`config.mk`:
```
export PLATFORM = sky130hd
export DESIGN_NAME = core_instr_fetch_queue_flat
export DESIGN_NICKNAME = d
export VERILOG_FILES = /design/src/rtl/core_fetch_pkg.sv /design/src/rtl/naive_bus.sv /design/src/rtl/core_fetch_fifo.sv /design/src/rtl/core_instr_fetch_queue.sv /design/src/flat_wrapper.sv
export SDC_FILE = /design/constraint.sdc
export NUM_CORES = 1
export LEC_CHECK = 0
export ABC_CLOCK_PERIOD_IN_PS = 4600
export CAP_MARGIN = 20
export CORE_ASPECT_RATIO = 1.1
export CORE_MARGIN = 4
export CORE_UTILIZATION = 50
export CTS_CLUSTER_DIAMETER = 100
export DETAILED_ROUTE_END_ITERATION = 10
export PLACE_DENSITY = 0.88
export SLEW_MARGIN = 20
export SYNTH_ARGS = -nofsm -noshare
export SYNTH_HDL_FRONTEND = slang
export SYNTH_HIERARCHICAL = 1
export SYNTH_SLANG_ARGS = --single-unit
```
`constraint.sdc`:
```
create_clock -name clk -period 4.6 [get_ports clk]
set_input_delay 0.92 -clock clk [delete_from_list [all_inputs] [get_ports clk]]
set_output_delay 0.92 -clock clk [all_outputs]
set_load 0.02 [all_outputs]
```
`src/rtl/core_fetch_pkg.sv`:
```
// Shared types and helpers for the instruction fetch queue.
// Optional same-cycle response bypass is enabled by defining CORE_FETCH_BYPASS_EN.
package core_fetch_pkg;

  localparam logic [31:0] RV_NOP = 32'h0000_0013;

  typedef struct packed {
    logic [31:0] pc;
    logic [31:0] instr;
  } fetch_entry_t;

  function automatic logic [31:0] align4(input logic [31:0] a);
    return a & 32'hFFFF_FFFC;
  endfunction

endpackage

```
`src/rtl/naive_bus.sv`:
```
// Simple request/grant bus; read data returns exactly one cycle after a grant.
interface naive_bus;
  logic        rd_req;
  logic        rd_gnt;
  logic [3:0]  rd_be;
  logic [31:0] rd_addr;
  logic [31:0] rd_data;
  logic        wr_req;
  logic [3:0]  wr_be;
  logic [31:0] wr_addr;
  logic [31:0] wr_data;

  modport master (
    output rd_req, rd_be, rd_addr, wr_req, wr_be, wr_addr, wr_data,
    input  rd_gnt, rd_data
  );

  modport slave (
    input  rd_req, rd_be, rd_addr, wr_req, wr_be, wr_addr, wr_data,
    output rd_gnt, rd_data
  );
endinterface

```
`src/rtl/core_fetch_fifo.sv`:
```
// Synchronous FIFO of fetch entries with single-cycle flush and combinational head.
module core_fetch_fifo
  import core_fetch_pkg::*;
#(
  parameter int  DEPTH = 4,
  localparam int AW    = $clog2(DEPTH),
  localparam int CW    = $clog2(DEPTH + 1)
) (
  input  logic         clk,
  input  logic         rst,
  input  logic         i_flush,
  input  logic         i_push,
  input  fetch_entry_t i_push_data,
  input  logic         i_pop,
  output logic [CW-1:0] o_count,
  output fetch_entry_t o_head
);

  fetch_entry_t  r_mem [DEPTH];
  logic [AW-1:0] r_head;
  logic [AW-1:0] r_tail;
  logic [CW-1:0] r_count;
  logic          w_do_push;
  logic          w_do_pop;

  // Guards keep the pointers coherent even if a caller misbehaves.
  assign w_do_push = i_push & (r_count != CW'(DEPTH));
  assign w_do_pop  = i_pop & (r_count != '0);

  always_ff @(posedge clk) begin
    if (w_do_push && !rst && !i_flush) begin
      r_mem[r_tail] <= i_push_data;
    end
  end

  // DEPTH is a power of two, so the pointers wrap on natural overflow.
  always_ff @(posedge clk) begin
    if (rst || i_flush) begin
      r_head  <= '0;
      r_tail  <= '0;
      r_count <= '0;
    end else begin
      if (w_do_push) r_tail <= r_tail + 1'b1;
      if (w_do_pop)  r_head <= r_head + 1'b1;
      case ({w_do_push, w_do_pop})
        2'b10:   r_count <= r_count + 1'b1;
        2'b01:   r_count <= r_count - 1'b1;
        default: r_count <= r_count;
      endcase
    end
  end

  assign o_count = r_count;
  assign o_head  = r_mem[r_head];

endmodule

```
`src/rtl/core_instr_fetch_queue.sv`:
```
// Pipelined instruction fetch front end: issues bus reads, queues PC-tagged responses.
// Define CORE_FETCH_BYPASS_EN to present a response to decode in its arrival cycle.
module core_instr_fetch_queue
  import core_fetch_pkg::*;
#(
  parameter int          DEPTH        = 4,
  parameter logic [31:0] BUBBLE_INSTR = RV_NOP,
  localparam int         CW           = $clog2(DEPTH + 1)
) (
  input  logic        clk,
  input  logic        rst,
  input  logic [31:0] i_boot_addr,
  input  logic        i_redirect,
  input  logic [31:0] i_redirect_target,
  input  logic        i_bus_disable,
  input  logic        i_ready,
  output logic        o_valid,
  output logic [31:0] o_pc,
  output logic [31:0] o_instr,
  naive_bus.master    bus_master
);

  logic [31:0]  r_fpc;
  logic         r_infl;
  logic [31:0]  r_infl_pc;

  logic [CW-1:0] w_count;
  logic [CW:0]   w_occupancy;
  fetch_entry_t  w_head;
  fetch_entry_t  w_push_data;
  fetch_entry_t  w_out;
  logic          w_rd_req;
  logic [31:0]   w_rd_addr;
  logic          w_grant;
  logic          w_resp;
  logic          w_empty;
  logic          w_bypass;
  logic          w_push;
  logic          w_pop;

  // Reserve a slot for the response already in flight so the queue cannot overflow.
  assign w_occupancy = {1'b0, w_count} + {{CW{1'b0}}, r_infl};
  assign w_rd_req    = ~rst & ~i_bus_disable &
                       (i_redirect | (w_occupancy < (CW+1)'(DEPTH)));
  assign w_rd_addr   = i_redirect ? align4(i_redirect_target) : r_fpc;
  assign w_grant     = w_rd_req & bus_master.rd_gnt;

  // A response landing in a redirect cycle belongs to the old path.
  assign w_resp  = r_infl & ~i_redirect;
  assign w_empty = (w_count == '0);

`ifdef CORE_FETCH_BYPASS_EN
  assign w_bypass = w_resp & w_empty & ~rst;
`else
  assign w_bypass = 1'b0;
`endif

  assign w_push            = w_resp & ~(w_bypass & i_ready);
  assign w_pop             = ~w_empty & i_ready & ~i_redirect;
  assign w_push_data.pc    = r_infl_pc;
  assign w_push_data.instr = bus_master.rd_data;

  core_fetch_fifo #(
    .DEPTH (DEPTH)
  ) u_fifo (
    .clk         (clk),
    .rst         (rst),
    .i_flush     (i_redirect),
    .i_push      (w_push),
    .i_push_data (w_push_data),
    .i_pop       (w_pop),
    .o_count     (w_count),
    .o_head      (w_head)
  );

  // Without a grant the current address is retained, so a redirect target waits here.
  always_ff @(posedge clk) begin
    if (rst) begin
      r_fpc     <= align4(i_boot_addr);
      r_infl    <= 1'b0;
      r_infl_pc <= '0;
    end else begin
      r_fpc  <= w_grant ? (w_rd_addr + 32'd4) : w_rd_addr;
      r_infl <= w_grant;
      if (w_grant) r_infl_pc <= w_rd_addr;
    end
  end

  always_comb begin
    w_out = w_head;
    if (w_bypass) begin
      w_out.pc    = r_infl_pc;
      w_out.instr = bus_master.rd_data;
    end
  end

  assign o_valid = ~w_empty | w_bypass;
  assign o_pc    = o_valid ? w_out.pc : 32'h0;
  assign o_instr = o_valid ? w_out.instr : BUBBLE_INSTR;

  assign bus_master.rd_req  = w_rd_req;
  assign bus_master.rd_addr = w_rd_addr;
  assign bus_master.rd_be   = w_rd_req ? 4'hF : 4'h0;
  assign bus_master.wr_req  = 1'b0;
  assign bus_master.wr_be   = 4'h0;
  assign bus_master.wr_addr = 32'h0;
  assign bus_master.wr_data = 32'h0;

endmodule

```
`src/flat_wrapper.sv`:
```
// flat-port wrapper written by rule: the top's interface ports become plain ports
module core_instr_fetch_queue_flat import core_fetch_pkg::*;
#(
  parameter int          DEPTH        = 4,
  parameter logic [31:0] BUBBLE_INSTR = RV_NOP,
  localparam int         CW           = $clog2(DEPTH + 1)
)
  (clk, rst, i_boot_addr, i_redirect, i_redirect_target, i_bus_disable, i_ready, o_valid, o_pc, o_instr, bus_master_rd_req, bus_master_rd_be, bus_master_rd_addr, bus_master_wr_req, bus_master_wr_be, bus_master_wr_addr, bus_master_wr_data, bus_master_rd_gnt, bus_master_rd_data);
  naive_bus bus_master_i ();
  input  logic clk;
  input  logic rst;
  input  logic [31:0] i_boot_addr;
  input  logic i_redirect;
  input  logic [31:0] i_redirect_target;
  input  logic i_bus_disable;
  input  logic i_ready;
  output logic o_valid;
  output logic [31:0] o_pc;
  output logic [31:0] o_instr;
  output wire logic [$bits(bus_master_i.rd_req)-1:0] bus_master_rd_req;
  output wire logic [$bits(bus_master_i.rd_be)-1:0] bus_master_rd_be;
  output wire logic [$bits(bus_master_i.rd_addr)-1:0] bus_master_rd_addr;
  output wire logic [$bits(bus_master_i.wr_req)-1:0] bus_master_wr_req;
  output wire logic [$bits(bus_master_i.wr_be)-1:0] bus_master_wr_be;
  output wire logic [$bits(bus_master_i.wr_addr)-1:0] bus_master_wr_addr;
  output wire logic [$bits(bus_master_i.wr_data)-1:0] bus_master_wr_data;
  input wire logic [$bits(bus_master_i.rd_gnt)-1:0] bus_master_rd_gnt;
  input wire logic [$bits(bus_master_i.rd_data)-1:0] bus_master_rd_data;
  assign bus_master_rd_req = bus_master_i.rd_req;
  assign bus_master_rd_be = bus_master_i.rd_be;
  assign bus_master_rd_addr = bus_master_i.rd_addr;
  assign bus_master_wr_req = bus_master_i.wr_req;
  assign bus_master_wr_be = bus_master_i.wr_be;
  assign bus_master_wr_addr = bus_master_i.wr_addr;
  assign bus_master_wr_data = bus_master_i.wr_data;
  assign bus_master_i.rd_gnt = bus_master_rd_gnt;
  assign bus_master_i.rd_data = bus_master_rd_data;
  core_instr_fetch_queue #(.DEPTH(DEPTH), .BUBBLE_INSTR(BUBBLE_INSTR)) u_core (.clk(clk), .rst(rst), .i_boot_addr(i_boot_addr), .i_redirect(i_redirect), .i_redirect_target(i_redirect_target), .i_bus_disable(i_bus_disable), .i_ready(i_ready), .o_valid(o_valid), .o_pc(o_pc), .o_instr(o_instr), .bus_master(bus_master_i));
endmodule
```
==> flow_summary.ini <==
[yosys]
syn_area_per_cell_um2 = 15.0
synth_xor_xnor_area_share = 0.0111
synth_top_area_cell = edfxtp_1
synth_compound_area_frac = 0.0459
synth_area_leaders = edfxtp_1 54%, dfxtp_1 10%, mux4_2 10%
synth_area_um2 = 14200
yosys_warnings = 6
syn_inst = 947
synth_cell_types = 65
synthMuxAreaShare = 0.124
synth-edff-count = 256
synth_top_family_by_area = multiplexers
yosysSeqAreaShare = 0.644
ys_ff_latch = 330
yosys.area_share.adder = 0.00667
yosys.area_share.simple = 0.102
yosysTopAreaCellShare = 0.540
yosys_most_used_dff = edfxtp_1
async_flop_share = 0

[detailed_routing]
wirelength_um = 30400
wl_per_cell_um = 19.9
post_drt_via_cell_ratio = 5.43
vias = 8281
drc = 0
drt_iter0_drc = 704
dr.pass1.iters = 5
ant_nets = 0

[cts]
clock-sinks = 330
cts_tree = built
cts_setup_buffers = 0
clk_path_buf_depth = 3
cts_resized = 0
ctsHoldBuffers = 0
cts_buffers = 31
clkLatencyLatePin_ps = 540
cts.htree.levels = 1
clk_pin_slew_ps = 70
root_buffer = clkbuf_16

[finish]
nFillCells = 2055
seq_area_um2 = 9180
drive_above_1_share = 0.146
multiInputGateArea_um2 = 4410
final_common_cell = edfxtp_1
final_nets = 1246
layout_common_cells = 256 x edfxtp_1, 197 x clkdlybuf4s50_1, 72 x dfxtp_1, 69 x conb_1, 67 x and2_1
area_delta_synth_final_pct = 20.6
diodes = 0

[setup_path]
cp_max_fo = 32
slowest_stage = clkdlybuf4s50_1
ff2ff_path_depth = 9
r2r_slack_ps = 1720
critPathMaxStageDelay_ps = 560
r2r_end = u_core/u_fifo/o_count[2]
startpoint_type = input port
r2r_start = u_core/u_fifo/o_count[0]
required_ps = 3680
crit_chain = buf_2 -> buf_4 -> mux2i_1 -> inv_1 -> clkdlybuf4s50_1
arrival_ps = 2940
end_kind = output port
critical_path_class = in2out

[hold_path]
holdPathEnd = u_core/u_fifo/r_tail[0]
hold_start = u_core/u_fifo/r_tail[0]
hold_path_depth = 2
hp-class = reg2reg

[grt]
grt_pass1_wl_um = 47100
grt_pass1_vias = 8327
antenna_found_initial = 1
grt_max_degree = 93
overflow = 0
grt.total_usage = 0.192

[sta]
finalHoldViolCount = 0
setup_viol = 0
skew_ps = 10.4
setup-tns-final_ps = 0
timing.final.crit_share = 0.839
relSlewSlack = 0.300
drv_slew = 0
finalCriticalPeriod_ps = 3860
fmax_mhz = 259
tightest_slew_ps = 1050
rsz0062_at_grt = no

[power]
p_leak_nw = 5.86
p_comb_frac = 0.079
pwr-share-seq = 0.538
power.density_nw_per_um2 = 356
swShare = 0.219
max-vdd-ir-drop_v = 0.000375
intPower_w = 0.00477
total_power_w = 0.00611
power_frac_clock = 0.383
p_sw_w = 0.00134

[floorplanning]
row_count = 64
dieArea_um2 = 31300
core_area_um2 = 27900
die_h_um = 185
ios = 273
initial_core_util = 0.510
die_x_um = 169

[place]
portBuffers = 199
gp_congestion = 0.866
dp_hpwl_um = 20000

[job]
drv_cap = 0

[status]
status = finished, final reports clean
==> cell type report <==
type,instances,area share
Clock buffer,44,0.0509
Clock inverter,13,0.00430
Inverter,28,0.00612
Multi-Input combinational cell,534,0.256
Sequential cell,330,0.534
Tap cell,363,0.0264
Timing Repair Buffer,212,0.122
==> worst max-delay path: cells and delay by family <==
kind | cells | cell delay [ps]
muxes | 1 | 460
buffers and inverters | 4 | 1530
==> state kept, by name, summed over array words and instances, names as in the netlist, named ones only <==
name / count
u_core/u_fifo/r_head: 2
u_core/r_infl: 1
u_core/r_fpc: 32
u_core/r_infl_pc: 32
u_core/u_fifo/r_tail: 2
u_core/u_fifo/o_count: 3
u_core/u_fifo/r_mem: 256
==> power groups by stage <==
stage | Combinational, W | Sequential, W | Clock [W]
floorplan | 0.000308 | 0.00334 | 0
global placement | 0.000471 | 0.00335 | 0
detailed placement | 0.000479 | 0.00335 | 0
CTS | 0.000482 | 0.00329 | 0.00240
global route | 0.000521 | 0.00329 | 0.00253
finish | 0.000484 | 0.00329 | 0.00234
==> cell usage after synthesis (all sizes together), types with 7 or more instances <==
library cell  count
nand4b            7
nor2             52
xor2              7
o21ai            25
mux4             64
edfxtp          256
nand2            44
and2             68
clkbuf           22
mux2             13
nor3             16
nand3            15
a21oi            11
inv              28
dfxtp            74
nand4            19
and3             11
a211oi           22
buf             101
o31ai            12
mux2i            17
xnor2            11
==> metal layers <==
metal / share of wire / track usage / vias up
met5: 0.00026 / 0 / -
met4: 0.029 / 0.0581 / 2
met3: 0.079 / 0.0393 / 66
met2: 0.49 / 0.320 / 339
met1: 0.41 / 0.258 / 4069
li1: - / - / 3805
==> metrics by stage <==
| step | instances | hold slack (ps) | worst slack (ps) | utilization | area (um^2) |
|---|---|---|---|---|---|
| global route | 1524 | 514 | 569 | 0.615 | 17200 |
| floorplan | 1015 | 460 | 1320 | - | 14500 |
| finish | 1524 | 491 | 742 | 0.615 | 17200 |
| detailed placement | 1467 | 486 | 767 | 0.581 | 16200 |
| CTS | 1524 | 495 | 721 | 0.615 | 17200 |
| global placement | 1467 | 472 | 816 | 0.581 | 16200 |
==> worst max-delay path by stage <==
stage,depth (start not counted),start,to
3_5_place_dp,5,i_redirect,bus_master_rd_addr[16]
5_1_grt,5,i_redirect,bus_master_rd_addr[16]
2_1_floorplan,4,rst,bus_master_rd_be[0]
6_report,5,i_redirect,bus_master_rd_addr[16]
3_3_place_gp,5,i_redirect,bus_master_rd_addr[16]
4_1_cts,3,u_core/u_fifo/o_count[0],o_pc[29]
==> kinds of logic after synthesis <==
kind of cell	after synthesis
fa+ha+maj	7
other cells	1
mux	94
buf+inv	151
compound gates	91
xor+xnor	18
flops	330
simple gates	255
(Power assumes the default switching activity.)
